**src/rtl/pipe_stage_skid_if.sv**
```systemverilog
// Valid/ready handshake bundle carrying a datapath payload and a control payload.
// The producer side uses master; the consumer side uses slave.
interface pipe_stage_skid_if #(
    parameter int unsigned DATA_W = 96,
    parameter int unsigned CTRL_W = 12
);
    logic              valid;
    logic              ready;
    logic [DATA_W-1:0] data;
    logic [CTRL_W-1:0] ctrl;

    modport master (output valid, output data, output ctrl, input ready);
    modport slave  (input valid, input data, input ctrl, output ready);
endinterface

```
**src/rtl/pipe_stage_skid.sv**
```systemverilog
// Pipeline-stage register with a 2-entry skid buffer, registered handshake outputs
// and synchronous flush that turns held entries into control bubbles.
module pipe_stage_skid #(
    parameter int unsigned       DATA_W      = 96,
    parameter int unsigned       CTRL_W      = 12,
    parameter logic [CTRL_W-1:0] CTRL_BUBBLE = '0
) (
    input  logic                     clk,
    input  logic                     reset,
    input  logic                     flush,
    pipe_stage_skid_if.slave         up,
    pipe_stage_skid_if.master        dn,
    output logic [1:0]               occupancy
);

    typedef enum logic [1:0] {
        StEmpty = 2'd0,
        StOne   = 2'd1,
        StFull  = 2'd2
    } state_e;

    state_e            state_q;
    logic              valid_q;
    logic              ready_q;
    logic [DATA_W-1:0] main_data_q;
    logic [CTRL_W-1:0] main_ctrl_q;
    logic [DATA_W-1:0] skid_data_q;
    logic [CTRL_W-1:0] skid_ctrl_q;

    logic acc;
    logic del;

    // ready_q is a flop, so neither dn.ready nor up.valid reaches up.ready.
    assign acc = up.valid & ready_q & ~flush;
    assign del = valid_q & dn.ready;

    always_ff @(posedge clk or posedge reset) begin
        if (reset) begin
            state_q     <= StEmpty;
            valid_q     <= 1'b0;
            ready_q     <= 1'b1;
            main_data_q <= '0;
            main_ctrl_q <= CTRL_BUBBLE;
            skid_data_q <= '0;
            skid_ctrl_q <= CTRL_BUBBLE;
        end else if (flush) begin
            // Data fields keep their old contents; only control is forced safe.
            state_q     <= StEmpty;
            valid_q     <= 1'b0;
            ready_q     <= 1'b1;
            main_ctrl_q <= CTRL_BUBBLE;
            skid_ctrl_q <= CTRL_BUBBLE;
        end else begin
            case (state_q)
                StEmpty: begin
                    if (acc) begin
                        main_data_q <= up.data;
                        main_ctrl_q <= up.ctrl;
                        valid_q     <= 1'b1;
                        state_q     <= StOne;
                    end
                end
                StOne: begin
                    if (acc && del) begin
                        main_data_q <= up.data;
                        main_ctrl_q <= up.ctrl;
                    end else if (acc) begin
                        skid_data_q <= up.data;
                        skid_ctrl_q <= up.ctrl;
                        ready_q     <= 1'b0;
                        state_q     <= StFull;
                    end else if (del) begin
                        valid_q     <= 1'b0;
                        main_ctrl_q <= CTRL_BUBBLE;
                        state_q     <= StEmpty;
                    end
                end
                StFull: begin
                    if (del) begin
                        main_data_q <= skid_data_q;
                        main_ctrl_q <= skid_ctrl_q;
                        ready_q     <= 1'b1;
                        state_q     <= StOne;
                    end
                end
                default: begin
                    state_q     <= StEmpty;
                    valid_q     <= 1'b0;
                    ready_q     <= 1'b1;
                    main_ctrl_q <= CTRL_BUBBLE;
                end
            endcase
        end
    end

    assign up.ready  = ready_q;
    assign dn.valid  = valid_q;
    assign dn.data   = main_data_q;
    assign dn.ctrl   = main_ctrl_q;
    assign occupancy = state_q;

endmodule
```
**src/flat_wrapper.sv**
```systemverilog
// flat-port wrapper written by rule: the top's interface ports become plain ports
module pipe_stage_skid_flat 
#(
    parameter int unsigned       DATA_W      = 96,
    parameter int unsigned       CTRL_W      = 12,
    parameter logic [CTRL_W-1:0] CTRL_BUBBLE = '0
)
  (clk, reset, flush, occupancy, up_valid, up_data, up_ctrl, up_ready, dn_valid, dn_data, dn_ctrl, dn_ready);
  pipe_stage_skid_if #(.DATA_W(DATA_W), .CTRL_W(CTRL_W)) up_i ();
  pipe_stage_skid_if #(.DATA_W(DATA_W), .CTRL_W(CTRL_W)) dn_i ();
  input  logic clk;
  input  logic reset;
  input  logic flush;
  output logic [1:0] occupancy;
  input wire logic [$bits(up_i.valid)-1:0] up_valid;
  input wire logic [$bits(up_i.data)-1:0] up_data;
  input wire logic [$bits(up_i.ctrl)-1:0] up_ctrl;
  output wire logic [$bits(up_i.ready)-1:0] up_ready;
  output wire logic [$bits(dn_i.valid)-1:0] dn_valid;
  output wire logic [$bits(dn_i.data)-1:0] dn_data;
  output wire logic [$bits(dn_i.ctrl)-1:0] dn_ctrl;
  input wire logic [$bits(dn_i.ready)-1:0] dn_ready;
  assign up_i.valid = up_valid;
  assign up_i.data = up_data;
  assign up_i.ctrl = up_ctrl;
  assign up_ready = up_i.ready;
  assign dn_valid = dn_i.valid;
  assign dn_data = dn_i.data;
  assign dn_ctrl = dn_i.ctrl;
  assign dn_i.ready = dn_ready;
  pipe_stage_skid #(.DATA_W(DATA_W), .CTRL_W(CTRL_W), .CTRL_BUBBLE(CTRL_BUBBLE)) u_core (.clk(clk), .reset(reset), .flush(flush), .up(up_i), .dn(dn_i), .occupancy(occupancy));
endmodule
```
**config.mk**
```make
export PLATFORM = sky130hd
export DESIGN_NAME = pipe_stage_skid_flat
export DESIGN_NICKNAME = d
export VERILOG_FILES = /design/src/rtl/pipe_stage_skid_if.sv /design/src/rtl/pipe_stage_skid.sv /design/src/flat_wrapper.sv
export SDC_FILE = /design/constraint.sdc
export NUM_CORES = 1
export LEC_CHECK = 0
export CAP_MARGIN = 5
export CORE_UTILIZATION = 29
export CTS_CLUSTER_DIAMETER = 40
export CTS_CLUSTER_SIZE = 30
export DETAILED_ROUTE_END_ITERATION = 8
export SLEW_MARGIN = 30
export SYNTH_ARGS = -nofsm -noshare
export SYNTH_HDL_FRONTEND = slang
export SYNTH_SLANG_ARGS = --single-unit
```
**constraint.sdc**
```tcl
create_clock -name clk -period 18.2 [get_ports clk]
set_input_delay 3.64 -clock clk [delete_from_list [all_inputs] [get_ports clk]]
set_output_delay 3.64 -clock clk [all_outputs]
set_load 0.02 [all_outputs]
```
==> results of run 1 <==
==> through the flow <==
stage,util,instance area (um2)
after floorplan,-,9820
after global placement,0.374,12500
after detailed placement,0.374,12500
after CTS,0.416,13900
after global routing,0.416,13900
final,0.416,13900
==> cell usage after synthesis, types with 2 or more instances <==
cell	instances
sky130_fd_sc_hd__mux2_4	40
sky130_fd_sc_hd__nor2b_1	2
sky130_fd_sc_hd__a21oi_1	6
sky130_fd_sc_hd__buf_4	5
sky130_fd_sc_hd__nand3_1	3
sky130_fd_sc_hd__clkbuf_1	9
sky130_fd_sc_hd__buf_1	4
sky130_fd_sc_hd__o21ai_0	2
sky130_fd_sc_hd__mux2_1	38
sky130_fd_sc_hd__nor2_1	14
sky130_fd_sc_hd__mux2i_1	24
sky130_fd_sc_hd__o2bb2ai_1	12
sky130_fd_sc_hd__buf_2	18
sky130_fd_sc_hd__dfrtp_1	219
sky130_fd_sc_hd__mux2_2	210
sky130_fd_sc_hd__a22o_1	12
sky130_fd_sc_hd__nand2_1	6
sky130_fd_sc_hd__buf_6	5
==> flip-flops by register name, indices dropped and copies added, names as in the netlist <==
register	cells
u_core.skid_ctrl_q	12
u_core.up.ready	1
u_core.skid_data_q	96
u_core.dn.data	96
u_core.dn.ctrl	12
u_core.occupancy	2
u_core.dn.valid	1
==> layer usage <==
layer  vias to the layer above  routed length [um]  track usage
li1                       2824                   -            -
met1                      3101               10300        0.176
met2                       166               10500        0.210
met3                        39                1580       0.0446
met4                         0                 555       0.0485
met5                         -                   0            0
==> how the worst max path moves through the flow <==
stage / startpoint / end / cells past startpoint / slack [ns]
2_1_floorplan: reset / u_core.dn.ctrl[0] / 1 / 8.54
3_3_place_gp: up_valid / u_core.skid_data_q[1] / 6 / 11.96
3_5_place_dp: up_valid / u_core.skid_data_q[1] / 6 / 11.92
4_1_cts: up_valid / u_core.skid_data_q[8] / 6 / 12.47
5_1_grt: up_valid / u_core.skid_data_q[8] / 6 / 12.34
6_report: up_valid / u_core.skid_data_q[8] / 6 / 12.49
==> power by group <==
group / leakage, nW / switching [mW] / internal (mW)
registers: 2.67 / 0.104 / 0.704
clock network: 0.680 / 0.252 / 0.507
logic: 2.45 / 0.306 / 0.408
==> logic make-up (layout without fill, tap and decap cells) <==
kind of cell | count (synthesis) | count (layout) | synth area share
buffers and inverters | 43 | 308 | 0.0245
muxes | 312 | 312 | 0.370
DFF | 220 | 220 | 0.561
AOI/OAI and AO/OA | 36 | 36 | 0.0294
and+or+nand+nor | 32 | 32 | 0.0157
==> critical path, stage by stage <==
cell	delay, ns
sky130_fd_sc_hd__clkdlybuf4s50_1	0.53
sky130_fd_sc_hd__and3b_2	0.25
sky130_fd_sc_hd__nand3_2	0.41
sky130_fd_sc_hd__nor2_4	0.21
sky130_fd_sc_hd__buf_4	0.60
sky130_fd_sc_hd__mux2_2	0.41
==> cell type report <==
| type | instances | area, um2 | area share |
|---|---|---|---|
| multi-input combinational | 380 | 4110 | 0.296 |
| sequential | 220 | 5510 | 0.396 |
| tap | 448 | 561 | 0.0403 |
| clock inverter | 17 | 220 | 0.0158 |
| timing repair buffer | 234 | 2320 | 0.167 |
| clock buffer | 55 | 1170 | 0.0842 |
| inverter | 2 | 15.0 | 0.00108 |
==> flow_results.xml, run 1 <==
<?xml version="1.0" encoding="UTF-8"?>
<metrics>
  <group name="logic_synthesis">
    <metric name="ys_ff_latch" unit="">220</metric>
    <metric name="syn-cell-area" unit="um2">9820</metric>
    <metric name="synth_top_cell_area_share" unit="">0.558</metric>
    <metric name="synth_largest_area_cell" unit="">sky130_fd_sc_hd__dfrtp_1</metric>
    <metric name="asyncSetResetFlopFracSynth" unit="">1.00</metric>
    <metric name="synth_area_per_cell" unit="um2">15.3</metric>
    <metric name="synth_edf_count" unit="">0</metric>
    <metric name="synth_fp_nets" unit="">756</metric>
    <metric name="post_synth_main_area_contributors" unit="">sky130_fd_sc_hd__dfrtp_1 (56%), sky130_fd_sc_hd__mux2_2 (24%), sky130_fd_sc_hd__mux2_4 (6.1%)</metric>
    <metric name="post_synth_inst_count" unit="">643</metric>
    <metric name="synth_top_flop_cell" unit="">sky130_fd_sc_hd__dfrtp_1</metric>
    <metric name="yosys_warnings" unit="">0</metric>
    <metric name="synth_cell_type_count" unit="">32</metric>
    <metric name="ys_seq_area_frac" unit="">0.561</metric>
  </group>
  <group name="critical_path">
    <metric name="timing.rr.start" unit="">u_core.occupancy[1]</metric>
    <metric name="flop2flop_setup_slack" unit="ns">15.22</metric>
    <metric name="timing.critical_path.required" unit="ns">18.59</metric>
    <metric name="reg2reg_to" unit="">u_core.dn.data[47]</metric>
    <metric name="reg2regPathDepth" unit="">6</metric>
    <metric name="setup.worst_path.end_class" unit="">flip-flop</metric>
    <metric name="path_max_fanout" unit="">51</metric>
    <metric name="worst_ep_arrival_time" unit="ns">6.10</metric>
    <metric name="worst_setup_path_start_kind" unit="">primary input</metric>
    <metric name="worstSetupPathType" unit="">primary input to flip-flop</metric>
  </group>
  <group name="sta">
    <metric name="grt_setup_unrepaired" unit="">no</metric>
    <metric name="timing.final.max_slew_violations" unit="">0</metric>
    <metric name="finalSetupTns" unit="ns">0</metric>
    <metric name="whs" unit="ns">0.475</metric>
    <metric name="finClkSkew" unit="ns">0.0124</metric>
    <metric name="tightest_slew" unit="ns">0.972</metric>
    <metric name="timing.final.crit_share" unit="">0.314</metric>
    <metric name="setup_violations_final" unit="">0</metric>
    <metric name="final_count_of_hold_timing_violations" unit="">0</metric>
    <metric name="period_needed" unit="ns">5.71</metric>
    <metric name="fmax" unit="MHz">175</metric>
    <metric name="maxSlewHeadroom" unit="">0.348</metric>
    <metric name="setup_slack" unit="ns">12.49</metric>
  </group>
  <group name="placement">
    <metric name="routabilityCongestion" unit="">0.750</metric>
    <metric name="worst_slack_at_placement" unit="ns">11.92</metric>
    <metric name="placed_instance_count" unit="">1284</metric>
    <metric name="io_buffer_count" unit="">224</metric>
    <metric name="dp_hpwl" unit="um">14000</metric>
  </group>
  <group name="cells_and_area">
    <metric name="finalNetCount" unit="">993</metric>
    <metric name="final_cells" unit="">1356</metric>
    <metric name="layout_commonest_cell" unit="">sky130_fd_sc_hd__clkdlybuf4s50_1</metric>
    <metric name="n_antenna_cell" unit="">0</metric>
    <metric name="areaGrowthSynthToFinish" unit="%">41.5</metric>
    <metric name="fillers" unit="">3083</metric>
    <metric name="mostFrequentLayoutCells" unit="">sky130_fd_sc_hd__clkdlybuf4s50_1 (223), sky130_fd_sc_hd__dfrtp_1 (219), sky130_fd_sc_hd__mux2_2 (210)</metric>
    <metric name="post_route_cells_drive_above_1_share" unit="">0.374</metric>
  </group>
  <group name="floorplanning">
    <metric name="fp.coreArea" unit="um2">33400</metric>
    <metric name="die_height" unit="um">186</metric>
    <metric name="num_ports" unit="">225</metric>
    <metric name="placement_rows" unit="">67</metric>
    <metric name="fp.dieArea" unit="um2">34600</metric>
    <metric name="start_util" unit="">0.294</metric>
    <metric name="dieWidth" unit="um">186</metric>
  </group>
  <group name="clock_network">
    <metric name="numClockSinks" unit="">220</metric>
    <metric name="cts-root-buf" unit="">sky130_fd_sc_hd__clkbuf_16</metric>
    <metric name="tritoncts" unit="">yes</metric>
    <metric name="hold_buffers" unit="">0</metric>
    <metric name="clock_tree.htree_level_count" unit="">2</metric>
    <metric name="clk_transition_reported_paths" unit="ns">0.05</metric>
    <metric name="post_cts_resized" unit="">0</metric>
    <metric name="cts_made_buffers" unit="">42</metric>
    <metric name="worstSkewPairLatency" unit="ns">0.52</metric>
    <metric name="post_cts_buffers" unit="">0</metric>
    <metric name="cts_buffer_depth" unit="">3</metric>
  </group>
  <group name="power">
    <metric name="power.ir.vdd_worst" unit="uV">82.9</metric>
    <metric name="p_leak" unit="nW">5.80</metric>
    <metric name="total_power" unit="mW">2.28</metric>
    <metric name="power_density" unit="nW/um2">164</metric>
  </group>
  <group name="route">
    <metric name="route.vias.total" unit="">6130</metric>
    <metric name="detailedRoute.firstPassIterationCount" unit="">4</metric>
    <metric name="avgRoutedWirePerCell" unit="um">16.9</metric>
    <metric name="route.detailed.drc" unit="">0</metric>
    <metric name="vias_per_cell" unit="">4.52</metric>
    <metric name="routed_wl" unit="um">22900</metric>
    <metric name="first_iter_violations" unit="">144</metric>
    <metric name="postRouteAntennaNets" unit="">0</metric>
  </group>
  <group name="grt">
    <metric name="via_count_of_the_first_global_routing_pass" unit="">6531</metric>
    <metric name="wire_length_of_the_first_global_routing_pass" unit="um">36600</metric>
    <metric name="grt_max_degree" unit="">78</metric>
    <metric name="initial_antenna_violation_count" unit="">0</metric>
    <metric name="globalRouteTotalUtil" unit="">0.135</metric>
    <metric name="grt_total_ovfl" unit="">0</metric>
  </group>
  <group name="min_path">
    <metric name="hold_path_depth" unit="">1</metric>
    <metric name="worstHoldStart" unit="">u_core.skid_data_q[93]</metric>
    <metric name="holdCritPathClass" unit="">flip-flop to flip-flop</metric>
    <metric name="hold_end" unit="">u_core.skid_data_q[93]</metric>
  </group>
  <group name="run_status">
    <metric name="outcome" unit="">finished, final reports clean</metric>
  </group>
  <group name="job">
    <metric name="max_cap_viol_count" unit="">0</metric>
  </group>
</metrics>
Note: power is estimated with default switching activity, not from simulation.
==> run 2: changes to the inputs <==
==> constraint.sdc (replaced) <==
create_clock -name clk -period 4.9 [get_ports clk]
set_input_delay 0.98 -clock clk [delete_from_list [all_inputs] [get_ports clk]]
set_output_delay 0.98 -clock clk [all_outputs]
set_load 0.02 [all_outputs]
==> run 2 against run 1 <==
  * Global-route usage is 0.55 points lower
  * Sequential share of layout area is 0.16 points higher
  * Clock power grew to 3.5 times the previous value
  * Sequential cell count stayed put
  * Non-clock buffer count is 2 lower
  * Die area stayed put
  * Worst hold slack better by 0.0055 ns
  * Power grew to 3.6 times the previous value
  * Routed wire length is 1.3% lower
  * Sequential power grew to 3.7 times the previous value
  * First-iteration DRC count is 46% higher
  * Cell count is 0.15% lower
  * Largest power group unchanged
==> flow_results.xml, run 2 (synthesis gave the netlist of run 1 again) <==
<?xml version="1.0" encoding="UTF-8"?>
<metrics>
  <group name="run_status">
    <metric name="outcome" unit="">finished, final reports clean</metric>
  </group>
  <group name="floorplanning">
    <metric name="placement_rows" unit="">67</metric>
    <metric name="fp.coreArea" unit="um2">33400</metric>
    <metric name="num_ports" unit="">225</metric>
    <metric name="fp.dieArea" unit="um2">34600</metric>
    <metric name="start_util" unit="">0.294</metric>
    <metric name="die_height" unit="um">186</metric>
    <metric name="dieWidth" unit="um">186</metric>
  </group>
  <group name="cells_and_area">
    <metric name="mostFrequentLayoutCells" unit="">sky130_fd_sc_hd__clkdlybuf4s50_1 (223), sky130_fd_sc_hd__dfrtp_1 (218), sky130_fd_sc_hd__mux2_2 (210)</metric>
    <metric name="fillers" unit="">3050</metric>
    <metric name="n_antenna_cell" unit="">0</metric>
    <metric name="multi_input_comb_area" unit="um2">4120</metric>
    <metric name="postLayoutCellArea" unit="um2">13800</metric>
    <metric name="post_route_cells_drive_above_1_share" unit="">0.377</metric>
    <metric name="sequential_cell_area" unit="um2">5510</metric>
    <metric name="layout_commonest_cell" unit="">sky130_fd_sc_hd__clkdlybuf4s50_1</metric>
    <metric name="finalNetCount" unit="">990</metric>
    <metric name="areaGrowthSynthToFinish" unit="%">41.0</metric>
    <metric name="final_cells" unit="">1354</metric>
  </group>
  <group name="grt">
    <metric name="initial_antenna_violation_count" unit="">1</metric>
    <metric name="via_count_of_the_first_global_routing_pass" unit="">6350</metric>
    <metric name="globalRouteTotalUtil" unit="">0.130</metric>
    <metric name="grt_total_ovfl" unit="">0</metric>
    <metric name="wire_length_of_the_first_global_routing_pass" unit="um">35400</metric>
    <metric name="grt_max_degree" unit="">111</metric>
  </group>
  <group name="min_path">
    <metric name="hold_path_depth" unit="">1</metric>
    <metric name="holdCritPathClass" unit="">flip-flop to flip-flop</metric>
  </group>
  <group name="critical_path">
    <metric name="reg2regPathDepth" unit="">4</metric>
    <metric name="worst_path_max_delay_cell" unit="">sky130_fd_sc_hd__dfrtp_1</metric>
    <metric name="cpLargestDelayFamily" unit="">flip-flops</metric>
    <metric name="worstSetupPathType" unit="">flip-flop to primary output</metric>
    <metric name="stages_on_the_worst_setup_path" unit="">1</metric>
    <metric name="worst_ep_arrival_time" unit="ns">2.19</metric>
    <metric name="timing.critical_path.cells" unit="">clkdlybuf4s50_1</metric>
    <metric name="worst_setup_path_start_kind" unit="">flip-flop</metric>
    <metric name="crit_buf_inv" unit="">1</metric>
    <metric name="slowest_delay" unit="ns">0.90</metric>
    <metric name="setup.worst_path.end_class" unit="">primary output</metric>
    <metric name="path_max_fanout" unit="">21</metric>
    <metric name="timing.critical_path.required" unit="ns">3.92</metric>
  </group>
  <group name="route">
    <metric name="avgRoutedWirePerCell" unit="um">16.7</metric>
    <metric name="route.detailed.drc" unit="">0</metric>
    <metric name="vias_per_cell" unit="">4.52</metric>
    <metric name="route.vias.total" unit="">6115</metric>
    <metric name="postRouteAntennaNets" unit="">0</metric>
    <metric name="first_iter_violations" unit="">210</metric>
    <metric name="detailedRoute.firstPassIterationCount" unit="">4</metric>
    <metric name="routed_wl" unit="um">22600</metric>
  </group>
  <group name="placement">
    <metric name="detailed_place.area" unit="um2">12500</metric>
    <metric name="io_buffer_count" unit="">224</metric>
    <metric name="dp_hpwl" unit="um">13900</metric>
    <metric name="worst_slack_at_placement" unit="ns">1.35</metric>
    <metric name="routabilityCongestion" unit="">0.704</metric>
    <metric name="placed_instance_count" unit="">1282</metric>
  </group>
  <group name="clock_network">
    <metric name="cts_made_buffers" unit="">41</metric>
    <metric name="cts-root-buf" unit="">sky130_fd_sc_hd__clkbuf_16</metric>
    <metric name="cts_buffer_depth" unit="">3</metric>
    <metric name="tritoncts" unit="">yes</metric>
    <metric name="clk_transition_reported_paths" unit="ns">0.05</metric>
    <metric name="post_cts_resized" unit="">0</metric>
    <metric name="hold_buffers" unit="">0</metric>
    <metric name="post_cts_buffers" unit="">0</metric>
    <metric name="worstSkewPairLatency" unit="ns">0.51</metric>
    <metric name="clock_tree.htree_level_count" unit="">2</metric>
    <metric name="numClockSinks" unit="">220</metric>
  </group>
  <group name="sta">
    <metric name="setup_violations_final" unit="">0</metric>
    <metric name="fmax" unit="MHz">316</metric>
    <metric name="whs" unit="ns">0.481</metric>
    <metric name="grt_setup_unrepaired" unit="">no</metric>
    <metric name="timing.final.crit_share" unit="">0.646</metric>
    <metric name="finClkSkew" unit="ns">0.0139</metric>
    <metric name="tightest_slew" unit="ns">0.858</metric>
    <metric name="maxSlewHeadroom" unit="">0.428</metric>
    <metric name="final_count_of_hold_timing_violations" unit="">0</metric>
    <metric name="setup_slack" unit="ns">1.73</metric>
    <metric name="period_needed" unit="ns">3.17</metric>
    <metric name="timing.final.max_slew_violations" unit="">0</metric>
    <metric name="finalSetupTns" unit="ns">0</metric>
  </group>
  <group name="power">
    <metric name="power_density" unit="nW/um2">599</metric>
    <metric name="p_leak" unit="nW">5.73</metric>
    <metric name="power.ir.vdd_worst" unit="uV">272</metric>
  </group>
  <group name="job">
    <metric name="max_cap_viol_count" unit="">0</metric>
  </group>
</metrics>
[run 2: metal layers]
metal	GRT usage	routed length, um
met1	0.167	10100
met2	0.201	10300
met3	0.0468	1700
met4	0.0439	504
met5	0	17
[run 2: through the flow]
stage	total power [mW]	util
6_report	8.29	0.414
3_5_place_dp	5.70	0.375
2_1_floorplan	4.51	-
5_1_grt	8.75	0.414
3_3_place_gp	5.64	0.375
4_1_cts	8.43	0.414
[run 2: area by class of cell]
type                            count  share of cell area
Clock buffer                       48              0.0789
Tap cell                          448              0.0405
Clock inverter                     24              0.0154
Inverter                            2            0.000813
Sequential cell                   220               0.398
Timing Repair Buffer              232               0.170
Multi-Input combinational cell    380               0.297
[run 2: power breakdown]
part / internal (mW) / switching [mW] / total [mW]
Sequential: 2.61 / 0.409 / 3.02
Combinational: 1.52 / 1.11 / 2.62
Clock: 1.70 / 0.941 / 2.64
[run 2: final timing paths]
path,startpoint,endpoint,slack (ns)
max in group asynchronous,reset,u_core.dn.data[14],3.13
hold / removal,u_core.skid_data_q[66],u_core.skid_data_q[66],0.48
setup / recovery,u_core.occupancy[0],occupancy[0],1.73
min in group asynchronous,reset,u_core.skid_data_q[76],0.82
setup reg to reg,u_core.occupancy[0],u_core.skid_data_q[70],1.98
hold reg to reg,u_core.skid_data_q[66],u_core.skid_data_q[66],0.48
==> run 3: changes to the inputs <==
==> constraint.sdc (replaced) <==
create_clock -name clk -period 3.1 [get_ports clk]
set_input_delay 0.62 -clock clk [delete_from_list [all_inputs] [get_ports clk]]
set_output_delay 0.62 -clock clk [all_outputs]
set_load 0.02 [all_outputs]
==> run 3 against run 2 <==
  * Power grew 67%
  * Clock power up 83%
  * Combinational power grew 59%
  * Critical path type unchanged
  * Critical endpoint unchanged
  * Largest cell class unchanged
==> flow_results.xml, run 3 (synthesis gave the netlist of run 1 again) <==
<?xml version="1.0" encoding="UTF-8"?>
<metrics>
  <group name="floorplanning">
    <metric name="fp.coreArea" unit="um2">33400</metric>
    <metric name="start_util" unit="">0.294</metric>
    <metric name="num_ports" unit="">225</metric>
    <metric name="die_height" unit="um">186</metric>
    <metric name="placement_rows" unit="">67</metric>
    <metric name="fp.dieArea" unit="um2">34600</metric>
    <metric name="dieWidth" unit="um">186</metric>
  </group>
  <group name="grt">
    <metric name="initial_antenna_violation_count" unit="">0</metric>
    <metric name="globalRouteTotalUtil" unit="">0.135</metric>
    <metric name="grt_total_ovfl" unit="">0</metric>
    <metric name="wire_length_of_the_first_global_routing_pass" unit="um">36600</metric>
    <metric name="grt_max_degree" unit="">55</metric>
    <metric name="via_count_of_the_first_global_routing_pass" unit="">6623</metric>
  </group>
  <group name="sta">
    <metric name="final_count_of_hold_timing_violations" unit="">0</metric>
    <metric name="maxSlewHeadroom" unit="">0.408</metric>
    <metric name="whs" unit="ns">0.477</metric>
    <metric name="setup_violations_final" unit="">0</metric>
    <metric name="timing.final.max_slew_violations" unit="">0</metric>
    <metric name="grt_setup_unrepaired" unit="">no</metric>
    <metric name="fmax" unit="MHz">355</metric>
    <metric name="period_needed" unit="ns">2.82</metric>
    <metric name="tightest_slew" unit="ns">0.886</metric>
    <metric name="finClkSkew" unit="ns">0.0114</metric>
    <metric name="timing.final.crit_share" unit="">0.908</metric>
  </group>
  <group name="critical_path">
    <metric name="worst_setup_path_start_kind" unit="">flip-flop</metric>
    <metric name="setup.worst_path.end_class" unit="">primary output</metric>
    <metric name="cpLargestDelayFamily" unit="">flip-flops</metric>
    <metric name="path_max_fanout" unit="">21</metric>
    <metric name="slowest_delay" unit="ns">0.90</metric>
    <metric name="worstSetupPathType" unit="">flip-flop to primary output</metric>
    <metric name="timing.critical_path.required" unit="ns">2.48</metric>
    <metric name="timing.critical_path.cells" unit="">clkdlybuf4s50_1</metric>
    <metric name="worst_path_max_delay_cell" unit="">sky130_fd_sc_hd__dfrtp_1</metric>
    <metric name="worst_ep_arrival_time" unit="ns">2.20</metric>
    <metric name="crit_buf_inv" unit="">1</metric>
  </group>
  <group name="route">
    <metric name="postRouteAntennaNets" unit="">0</metric>
    <metric name="first_iter_violations" unit="">202</metric>
    <metric name="avgRoutedWirePerCell" unit="um">16.7</metric>
    <metric name="route.vias.total" unit="">6201</metric>
    <metric name="routed_wl" unit="um">23100</metric>
    <metric name="vias_per_cell" unit="">4.50</metric>
    <metric name="detailedRoute.firstPassIterationCount" unit="">4</metric>
    <metric name="route.detailed.drc" unit="">0</metric>
  </group>
  <group name="clock_network">
    <metric name="tritoncts" unit="">yes</metric>
    <metric name="post_cts_buffers" unit="">0</metric>
    <metric name="cts_buffer_depth" unit="">3</metric>
    <metric name="numClockSinks" unit="">220</metric>
    <metric name="clk_transition_reported_paths" unit="ns">0.04</metric>
    <metric name="clock_tree.htree_level_count" unit="">2</metric>
    <metric name="cts_made_buffers" unit="">42</metric>
    <metric name="hold_buffers" unit="">0</metric>
    <metric name="cts-root-buf" unit="">sky130_fd_sc_hd__clkbuf_16</metric>
    <metric name="post_cts_resized" unit="">0</metric>
    <metric name="worstSkewPairLatency" unit="ns">0.51</metric>
  </group>
  <group name="cells_and_area">
    <metric name="fillers" unit="">3046</metric>
    <metric name="post_route_cells_drive_above_1_share" unit="">0.386</metric>
    <metric name="areaGrowthSynthToFinish" unit="%">45.0</metric>
    <metric name="mostFrequentLayoutCells" unit="">sky130_fd_sc_hd__clkdlybuf4s50_1 (224), sky130_fd_sc_hd__dfrtp_1 (219), sky130_fd_sc_hd__mux2_2 (210)</metric>
    <metric name="finalNetCount" unit="">1011</metric>
    <metric name="layout_commonest_cell" unit="">sky130_fd_sc_hd__clkdlybuf4s50_1</metric>
    <metric name="finalCoreUtilization" unit="">0.426</metric>
    <metric name="postLayoutCellArea" unit="um2">14200</metric>
    <metric name="n_antenna_cell" unit="">0</metric>
    <metric name="final_cells" unit="">1378</metric>
  </group>
  <group name="power">
    <metric name="power_density" unit="nW/um2">970</metric>
    <metric name="total_power" unit="mW">13.8</metric>
    <metric name="power.ir.vdd_worst" unit="uV">515</metric>
    <metric name="p_leak" unit="nW">5.96</metric>
  </group>
  <group name="placement">
    <metric name="routabilityCongestion" unit="">0.721</metric>
    <metric name="io_buffer_count" unit="">224</metric>
    <metric name="dp_hpwl" unit="um">15000</metric>
    <metric name="placed_instance_count" unit="">1302</metric>
    <metric name="detailed_place.area" unit="um2">12700</metric>
  </group>
  <group name="job">
    <metric name="max_cap_viol_count" unit="">0</metric>
  </group>
  <group name="run_status">
    <metric name="outcome" unit="">finished, final reports clean</metric>
  </group>
  <group name="min_path">
    <metric name="holdCritPathClass" unit="">flip-flop to flip-flop</metric>
  </group>
</metrics>
==> run 3: cell count changes in the layout (fill, tap and decap cells not counted), sizes merged <==
cell	previous run	this run
clkinvlp	9	4
clkdlybuf4s50	223	224
clkinv	12	10
clkbuf	48	52
buf	9	28
bufinv	2	9
==> run 3: per-layer routing <==
| layer | up-vias | track usage | share of wire |
|---|---|---|---|
| li1 | 2862 | - | - |
| met1 | 3114 | 0.178 | 0.46 |
| met2 | 179 | 0.211 | 0.45 |
| met3 | 46 | 0.0409 | 0.072 |
| met4 | 0 | 0.0426 | 0.020 |
| met5 | - | 0 | 0 |
==> run 3: path summary, 6_finish.rpt <==
path | start | end | slack [ns] | depth (start not counted)
setup / recovery | u_core.occupancy[0] | occupancy[0] | 0.28 | 1
hold / removal | u_core.skid_data_q[66] | u_core.skid_data_q[66] | 0.48 | 1
setup reg to reg | u_core.occupancy[0] | u_core.dn.data[61] | 0.68 | 5
hold reg to reg | u_core.skid_data_q[66] | u_core.skid_data_q[66] | 0.48 | 1
max in group asynchronous | reset | u_core.skid_data_q[50] | 1.64 | 3
min in group asynchronous | reset | u_core.skid_data_q[77] | 0.66 | 2
==> run 3: report_power, final <==
| part | switching, mW | internal [mW] |
|---|---|---|
| clock network | 1.49 | 3.36 |
| logic | 1.74 | 2.43 |
| registers | 0.673 | 4.13 |
| total | 3.90 | 9.92 |
==> run 3: final cells by class <==
cell class / count / area (um2) / share of cell area
Clock buffer: 52 / 1140 / 0.0800
Clock inverter: 24 / 375 / 0.0263
Inverter: 2 / 11.3 / 0.000790
Multi-Input combinational cell: 380 / 4100 / 0.288
Sequential cell: 220 / 5510 / 0.387
Tap cell: 448 / 561 / 0.0393
Timing Repair Buffer: 252 / 2550 / 0.179
==> run 3: metrics by stage <==
step | TNS [ns] | worst slack (ns)
2_1_floorplan | -84.81 | -0.387
4_1_cts | 0 | 0.242
3_3_place_gp | 0 | 0.405
5_1_grt | 0 | 0.168
3_5_place_dp | 0 | 0.363
6_report | 0 | 0.284
